$ cat src/rtl/lane_stage_buffer.sv
`default_nettype none
// +----------------------------------------------------------------------------+
// | Module      : lane_stage_buffer                                            |
// | Description : Multi-lane pipeline stage register with valid/ready          |
// |               handshake, per-lane squash and whole-stage flush. SKID=1     |
// |               gives a two-entry skid buffer with a registered upstream     |
// |               ready; SKID=0 gives a single register with combinational     |
// |               ready.                                                       |
// | Revision    : 1.0 - initial release                                        |
// +----------------------------------------------------------------------------+
module lane_stage_buffer #(
  parameter int LANES  = 2,
  parameter int DATA_W = 32,
  parameter int SKID   = 1
) (
  input  logic                    clock_i,
  input  logic                    reset_i,
  input  logic                    flush_i,
  input  logic [LANES-1:0]        squash_i,
  input  logic                    in_valid_i,
  output logic                    in_ready_o,
  input  logic [LANES*DATA_W-1:0] in_data_i,
  input  logic [LANES-1:0]        in_lane_vld_i,
  output logic                    out_valid_o,
  input  logic                    out_ready_i,
  output logic [LANES*DATA_W-1:0] out_data_o,
  output logic [LANES-1:0]        out_lane_vld_o,
  output logic [1:0]              count_o
);

  localparam int C_BW = LANES * DATA_W;

  // State code equals the number of bundles held; SKID=0 uses EMPTY/ONE only,
  // where ONE plays the role of FULL.
  localparam logic [1:0] S_EMPTY = 2'd0;
  localparam logic [1:0] S_ONE   = 2'd1;
  localparam logic [1:0] S_TWO   = 2'd2;

  logic [1:0]       r_state;
  logic [1:0]       w_state_nxt;
  logic [C_BW-1:0]  r_main_data;
  logic [C_BW-1:0]  r_skid_data;
  logic [C_BW-1:0]  w_main_data_nxt;
  logic [C_BW-1:0]  w_skid_data_nxt;
  logic [LANES-1:0] r_main_vld;
  logic [LANES-1:0] r_skid_vld;
  logic [LANES-1:0] w_main_vld_nxt;
  logic [LANES-1:0] w_skid_vld_nxt;
  logic [C_BW-1:0]  w_in_data;
  logic [LANES-1:0] w_in_vld;
  logic             w_accept;
  logic             w_pop;
  logic             w_store;
  logic             w_clear;

  // Lane k lives in mask bit LANES-1-k and data bits [(LANES-k)*DATA_W-1 -: DATA_W],
  // so mask bit j always pairs with data slice [j*DATA_W +: DATA_W].
  assign w_in_vld = in_lane_vld_i & ~squash_i;

  generate
    for (genvar j = 0; j < LANES; j++) begin : g_lane
      assign w_in_data[j*DATA_W +: DATA_W] =
        squash_i[j] ? {DATA_W{1'b0}} : in_data_i[j*DATA_W +: DATA_W];
    end
  endgenerate

  assign out_valid_o    = (r_state != S_EMPTY);
  assign out_data_o     = r_main_data;
  assign out_lane_vld_o = r_main_vld;
  assign count_o        = r_state;

  assign w_accept = in_valid_i && in_ready_o;
  assign w_pop    = out_valid_o && out_ready_i;
  // A fully squashed bundle is consumed upstream but never occupies a slot.
  assign w_store  = w_accept && (|w_in_vld);
  assign w_clear  = reset_i || flush_i;

  // Next-state and next-contents selection; out_* always show the main slot.
  always_comb begin
    w_state_nxt     = r_state;
    w_main_data_nxt = r_main_data;
    w_main_vld_nxt  = r_main_vld;
    w_skid_data_nxt = r_skid_data;
    w_skid_vld_nxt  = r_skid_vld;
    if (SKID != 0) begin
      case (r_state)
        S_EMPTY: begin
          if (w_store) begin
            w_state_nxt     = S_ONE;
            w_main_data_nxt = w_in_data;
            w_main_vld_nxt  = w_in_vld;
          end
        end
        S_ONE: begin
          if (w_store && w_pop) begin
            w_main_data_nxt = w_in_data;
            w_main_vld_nxt  = w_in_vld;
          end else if (w_store) begin
            w_state_nxt     = S_TWO;
            w_skid_data_nxt = w_in_data;
            w_skid_vld_nxt  = w_in_vld;
          end else if (w_pop) begin
            w_state_nxt     = S_EMPTY;
            w_main_data_nxt = '0;
            w_main_vld_nxt  = '0;
          end
        end
        S_TWO: begin
          // Upstream ready is low here, so only a pop can happen.
          if (w_pop) begin
            w_state_nxt     = S_ONE;
            w_main_data_nxt = r_skid_data;
            w_main_vld_nxt  = r_skid_vld;
            w_skid_data_nxt = '0;
            w_skid_vld_nxt  = '0;
          end
        end
        default: begin
          w_state_nxt     = S_EMPTY;
          w_main_data_nxt = '0;
          w_main_vld_nxt  = '0;
          w_skid_data_nxt = '0;
          w_skid_vld_nxt  = '0;
        end
      endcase
    end else begin
      // Single register: pop plus accept simply overwrites, giving no bubble.
      if (w_store) begin
        w_state_nxt     = S_ONE;
        w_main_data_nxt = w_in_data;
        w_main_vld_nxt  = w_in_vld;
      end else if (w_pop) begin
        w_state_nxt     = S_EMPTY;
        w_main_data_nxt = '0;
        w_main_vld_nxt  = '0;
      end
    end
  end

  // State and payload registers; flush and reset both empty and zero the stage.
  always_ff @(posedge clock_i) begin
    if (w_clear) begin
      r_state     <= S_EMPTY;
      r_main_data <= '0;
      r_main_vld  <= '0;
      r_skid_data <= '0;
      r_skid_vld  <= '0;
    end else begin
      r_state     <= w_state_nxt;
      r_main_data <= w_main_data_nxt;
      r_main_vld  <= w_main_vld_nxt;
      r_skid_data <= w_skid_data_nxt;
      r_skid_vld  <= w_skid_vld_nxt;
    end
  end

  generate
    if (SKID != 0) begin : g_skid_ready
      logic r_in_ready;
      // Registered ready: low exactly while both slots are occupied.
      always_ff @(posedge clock_i) begin
        if (w_clear) begin
          r_in_ready <= 1'b1;
        end else begin
          r_in_ready <= (w_state_nxt != S_TWO);
        end
      end
      assign in_ready_o = r_in_ready;
    end else begin : g_comb_ready
      assign in_ready_o = !out_valid_o || out_ready_i;
    end
  endgenerate

endmodule
`default_nettype wire

$ cat config.mk
export PLATFORM = sky130hd
export DESIGN_NAME = lane_stage_buffer
export DESIGN_NICKNAME = d
export VERILOG_FILES = /design/src/rtl/lane_stage_buffer.sv
export SDC_FILE = /design/constraint.sdc
export NUM_CORES = 1
export LEC_CHECK = 0
export ABC_AREA = 1
export BUFFER_PORTS_ARGS = -buffer_cell sky130_fd_sc_hd__buf_2
export CAP_MARGIN = 10
export CORE_MARGIN = 1.5
export CORE_UTILIZATION = 55
export CTS_CLUSTER_DIAMETER = 100
export DETAILED_ROUTE_END_ITERATION = 6
export PLACE_DENSITY = 0.83
export SYNTH_ARGS = -nofsm -noshare
export SYNTH_HDL_FRONTEND = slang
export SYNTH_SLANG_ARGS = --single-unit
$ cat constraint.sdc
create_clock -name clock_i -period 1.8 [get_ports clock_i]
set_input_delay 0.36 -clock clock_i [delete_from_list [all_inputs] [get_ports clock_i]]
set_output_delay 0.36 -clock clock_i [all_outputs]
set_load 0.005 [all_outputs]
==> results.py <==
metrics = {
    "detailed_routing": {
        "vias_per_cell": 5.65,
        "finalWirelength_mm": 19.3,
        "first_pass_iters": 6,
        "dr_total_vias": 7423,
        "drt_iter0_markers": 738,
        "routedWlPerCell_um": 14.7,
        "antenna_left": 0,
        "drc": 0,
    },
    "pwr": {
        "share_comb_of_total_power_pct": 10.6,
        "p_leak_nw": 3.49,
        "power_mw": 7.65,
        "netSwitchingPower_mw": 1.85,
        "power.density_mw_per_mm2": 928,
        "vdd_drop_max_mv": 0.637,
        "swShare_pct": 24.2,
        "p_seq_share_pct": 39.9,
        "p_clk_share_pct": 49.4,
        "intPower_mw": 5.80,
    },
    "yosys": {
        "synth_cells": 1048,
        "yosys.area.top_type": "dfxtp_1",
        "synth.distinct_cells": 19,
        "synth_commonest_cells": "301 x nand2_1, 222 x nor2_1, 151 x a21oi_1, 135 x dfxtp_1, 66 x nand4_1",
        "yosys.area.top_type_share_pct": 39.8,
        "yosys-top-cells-area": "dfxtp_1 40%, nand2_1 17%, nor2_1 12%",
        "synth_flop_cell": "dfxtp_1",
        "synth_warnings": 0,
        "yosysMostFrequentCell": "nand2_1",
        "avgSynthCellArea_um2": 6.48,
        "ys_ff_latch": 135,
        "async_flop_share_pct": 0,
        "yosysSeqAreaShare_pct": 39.8,
        "syn_area_mm2": 0.00679,
        "synth_nets": 1121,
        "synth_edf_count": 0,
    },
    "placement": {
        "dpl_cell_area_mm2": 0.00756,
        "place_ws_ps": 155,
        "hpwl_mm": 11.8,
        "port_buffers": 142,
        "place_congestion": 0.892,
    },
    "clock_network": {
        "cts.clk_slew.worst_paths_ps": 60,
        "htreeDepth": 4,
        "cts_root_buf": "clkbuf_16",
        "cts_tree": "yes",
        "clk_latency_ps": 410,
        "cts_max_path_buffers": 2,
        "clock_sinks": 135,
        "numCtsBuffers": 17,
    },
    "job": {
        "maxCapViolations": 0,
    },
    "critical_path": {
        "critPathKind": "reg2out",
        "required_ps": 1440,
        "cp_data_arrival_time_ps": 1370,
        "critical_path.endpoint": "out_valid_o",
        "crit_path_start_kind": "flop",
        "worst-path-max-fanout": 18,
        "rr_endpoint": "r_skid_data[32]$_SDFFE_PP0P_",
        "crit_path_start": "count_o[0]$_SDFF_PP0_",
        "reg2reg_depth": 6,
        "reg2reg_setup_slack_ps": 190,
        "end_kind": "output port",
        "r2r-start": "count_o[1]$_SDFF_PP0_",
    },
    "timing": {
        "finalHoldViolations": 0,
        "slew_headroom_pct": 60.0,
        "slew_violations": 0,
        "setup_slack_ps": 74.3,
        "finalCritPeriodShare_pct": 95.9,
        "setup_viol": 0,
        "skew_ps": 9.86,
        "post-route-min-period_ps": 1730,
        "fmax_ghz": 0.579,
        "rsz0062_at_grt": "no",
        "final.setup.tns_ps": 0,
        "worst_pin_slew_ps": 601,
    },
    "layout": {
        "finalInstanceArea_mm2": 0.00824,
        "synthToLayoutAreaGrowth_pct": 21.3,
        "utilization_pct": 68.6,
        "drive_gt1_share_pct": 20.5,
        "nets": 1227,
        "diodes": 0,
    },
    "global_route": {
        "grt_util_met1_pct": 40.3,
        "antenna_found_initial": 0,
        "grt_pass1_wl_mm": 31.5,
        "busiest_layer": "met2",
        "grt_pass1_vias": 6626,
        "grt.total_usage_pct": 29.9,
        "grt_start_max_net_pins": 57,
        "grt_use_met3_pct": 6.35,
        "grt_overflow": 0,
        "met2_usage_pct": 47.7,
    },
    "floorplan": {
        "row_count": 40,
        "dieArea_mm2": 0.0130,
        "ioPinCount": 143,
        "die_w_um": 114,
        "core-area_mm2": 0.0120,
        "die_y_um": 114,
        "floorplan.initialDensity_pct": 56.5,
    },
    "run_status": {
        "status": "completed",
    },
    "hold_path": {
        "min_path_type": "in2reg",
    },
}
per-stage QoR:
stage | hold slack [ps] | cells
final | 328 | 1314
after global routing | 351 | 1314
after CTS | 314 | 1313
after detailed placement | 452 | 1281
after global placement | 451 | 1281
after floorplan | 444 | 1048
critical path: stages, from the launching register on:
cell     delay (ps)
dfxtp_2         370
nor2_4          180
inv_2           110
buf_12          170
buf_2           130
flip-flops by register name, summed over array words and instances (netlist names):
signal / flops
out_data_o: 64
r_skid_data: 64
count_o: 2
out_lane_vld_o: 2
r_skid_vld: 2
in_ready_o: 1
final cells by class:
| type | count | area (um^2) |
|---|---|---|
| clock buffer | 19 | 443 |
| clock inverter | 13 | 203 |
| fill | 1038 | 3780 |
| inverter | 11 | 41.3 |
| multi-input combinational | 812 | 3540 |
| sequential | 135 | 2710 |
| tap | 147 | 184 |
| timing repair buffer | 177 | 1120 |
what timing repair did:
item                                    CTS  global route
buffers inserted                          0             0
hold buffers                              0             0
gates resized for setup                   2             0
cloned                                    0             1
endpoints found under the setup margin    1             1
worst min path at each step:
stage	depth (start not counted)	start	slack (ps)	end
after detailed placement	2	out_data_o[2]$_SDFFE_PP0P_	450	out_data_o[2]$_SDFFE_PP0P_
after CTS	5	in_data_i[29]	310	r_skid_data[29]$_SDFFE_PP0P_
final	5	in_data_i[29]	330	r_skid_data[29]$_SDFFE_PP0P_
after global routing	5	in_data_i[29]	350	r_skid_data[29]$_SDFFE_PP0P_
after floorplan	2	r_skid_data[13]$_SDFFE_PP0P_	440	r_skid_data[13]$_SDFFE_PP0P_
after global placement	2	r_skid_data[45]$_SDFFE_PP0P_	450	r_skid_data[45]$_SDFFE_PP0P_
power by group through the flow:
stage / Combinational, mW / Sequential [mW] / Clock, mW
after global placement: 0.780 / 3.12 / 0
after floorplan: 0.532 / 3.12 / 0
after detailed placement: 0.791 / 3.12 / 0
after CTS: 0.800 / 3.05 / 3.81
after global routing: 0.905 / 3.06 / 3.95
final: 0.814 / 3.05 / 3.78
per-layer routing:
metal  routed length [um]  vias up
met3                 1750       40
met1                 8330     3354
met2                 8940      386
met4                  327        0
li1                     -     3643
met5                    0        -
cell usage in the layout (no fill, tap or decap), drive strengths merged:
cell type  netlist  layout
dfxtp          135     135
clkinvlp         0       2
buf             57     176
o21ai           51      51
a21oi          151     151
clkbuf          33      20
nor2           235     235
nand2          307     307
nand3            2       2
nand4           66      66
clkinv           0       6
bufinv           0       5
inv             11      11
logic make-up (layout without fill, tap and decap cells):
logic type             count (synthesis)  after routing  synth area share (%)
AO/OA/AOI/OAI                        202            202                  14.9
buffers and inverters                101            220                  8.24
flip-flops                           135            135                  39.8
AND/OR/NAND/NOR                      610            610                  37.1
Power figures use the tool's default switching activity.
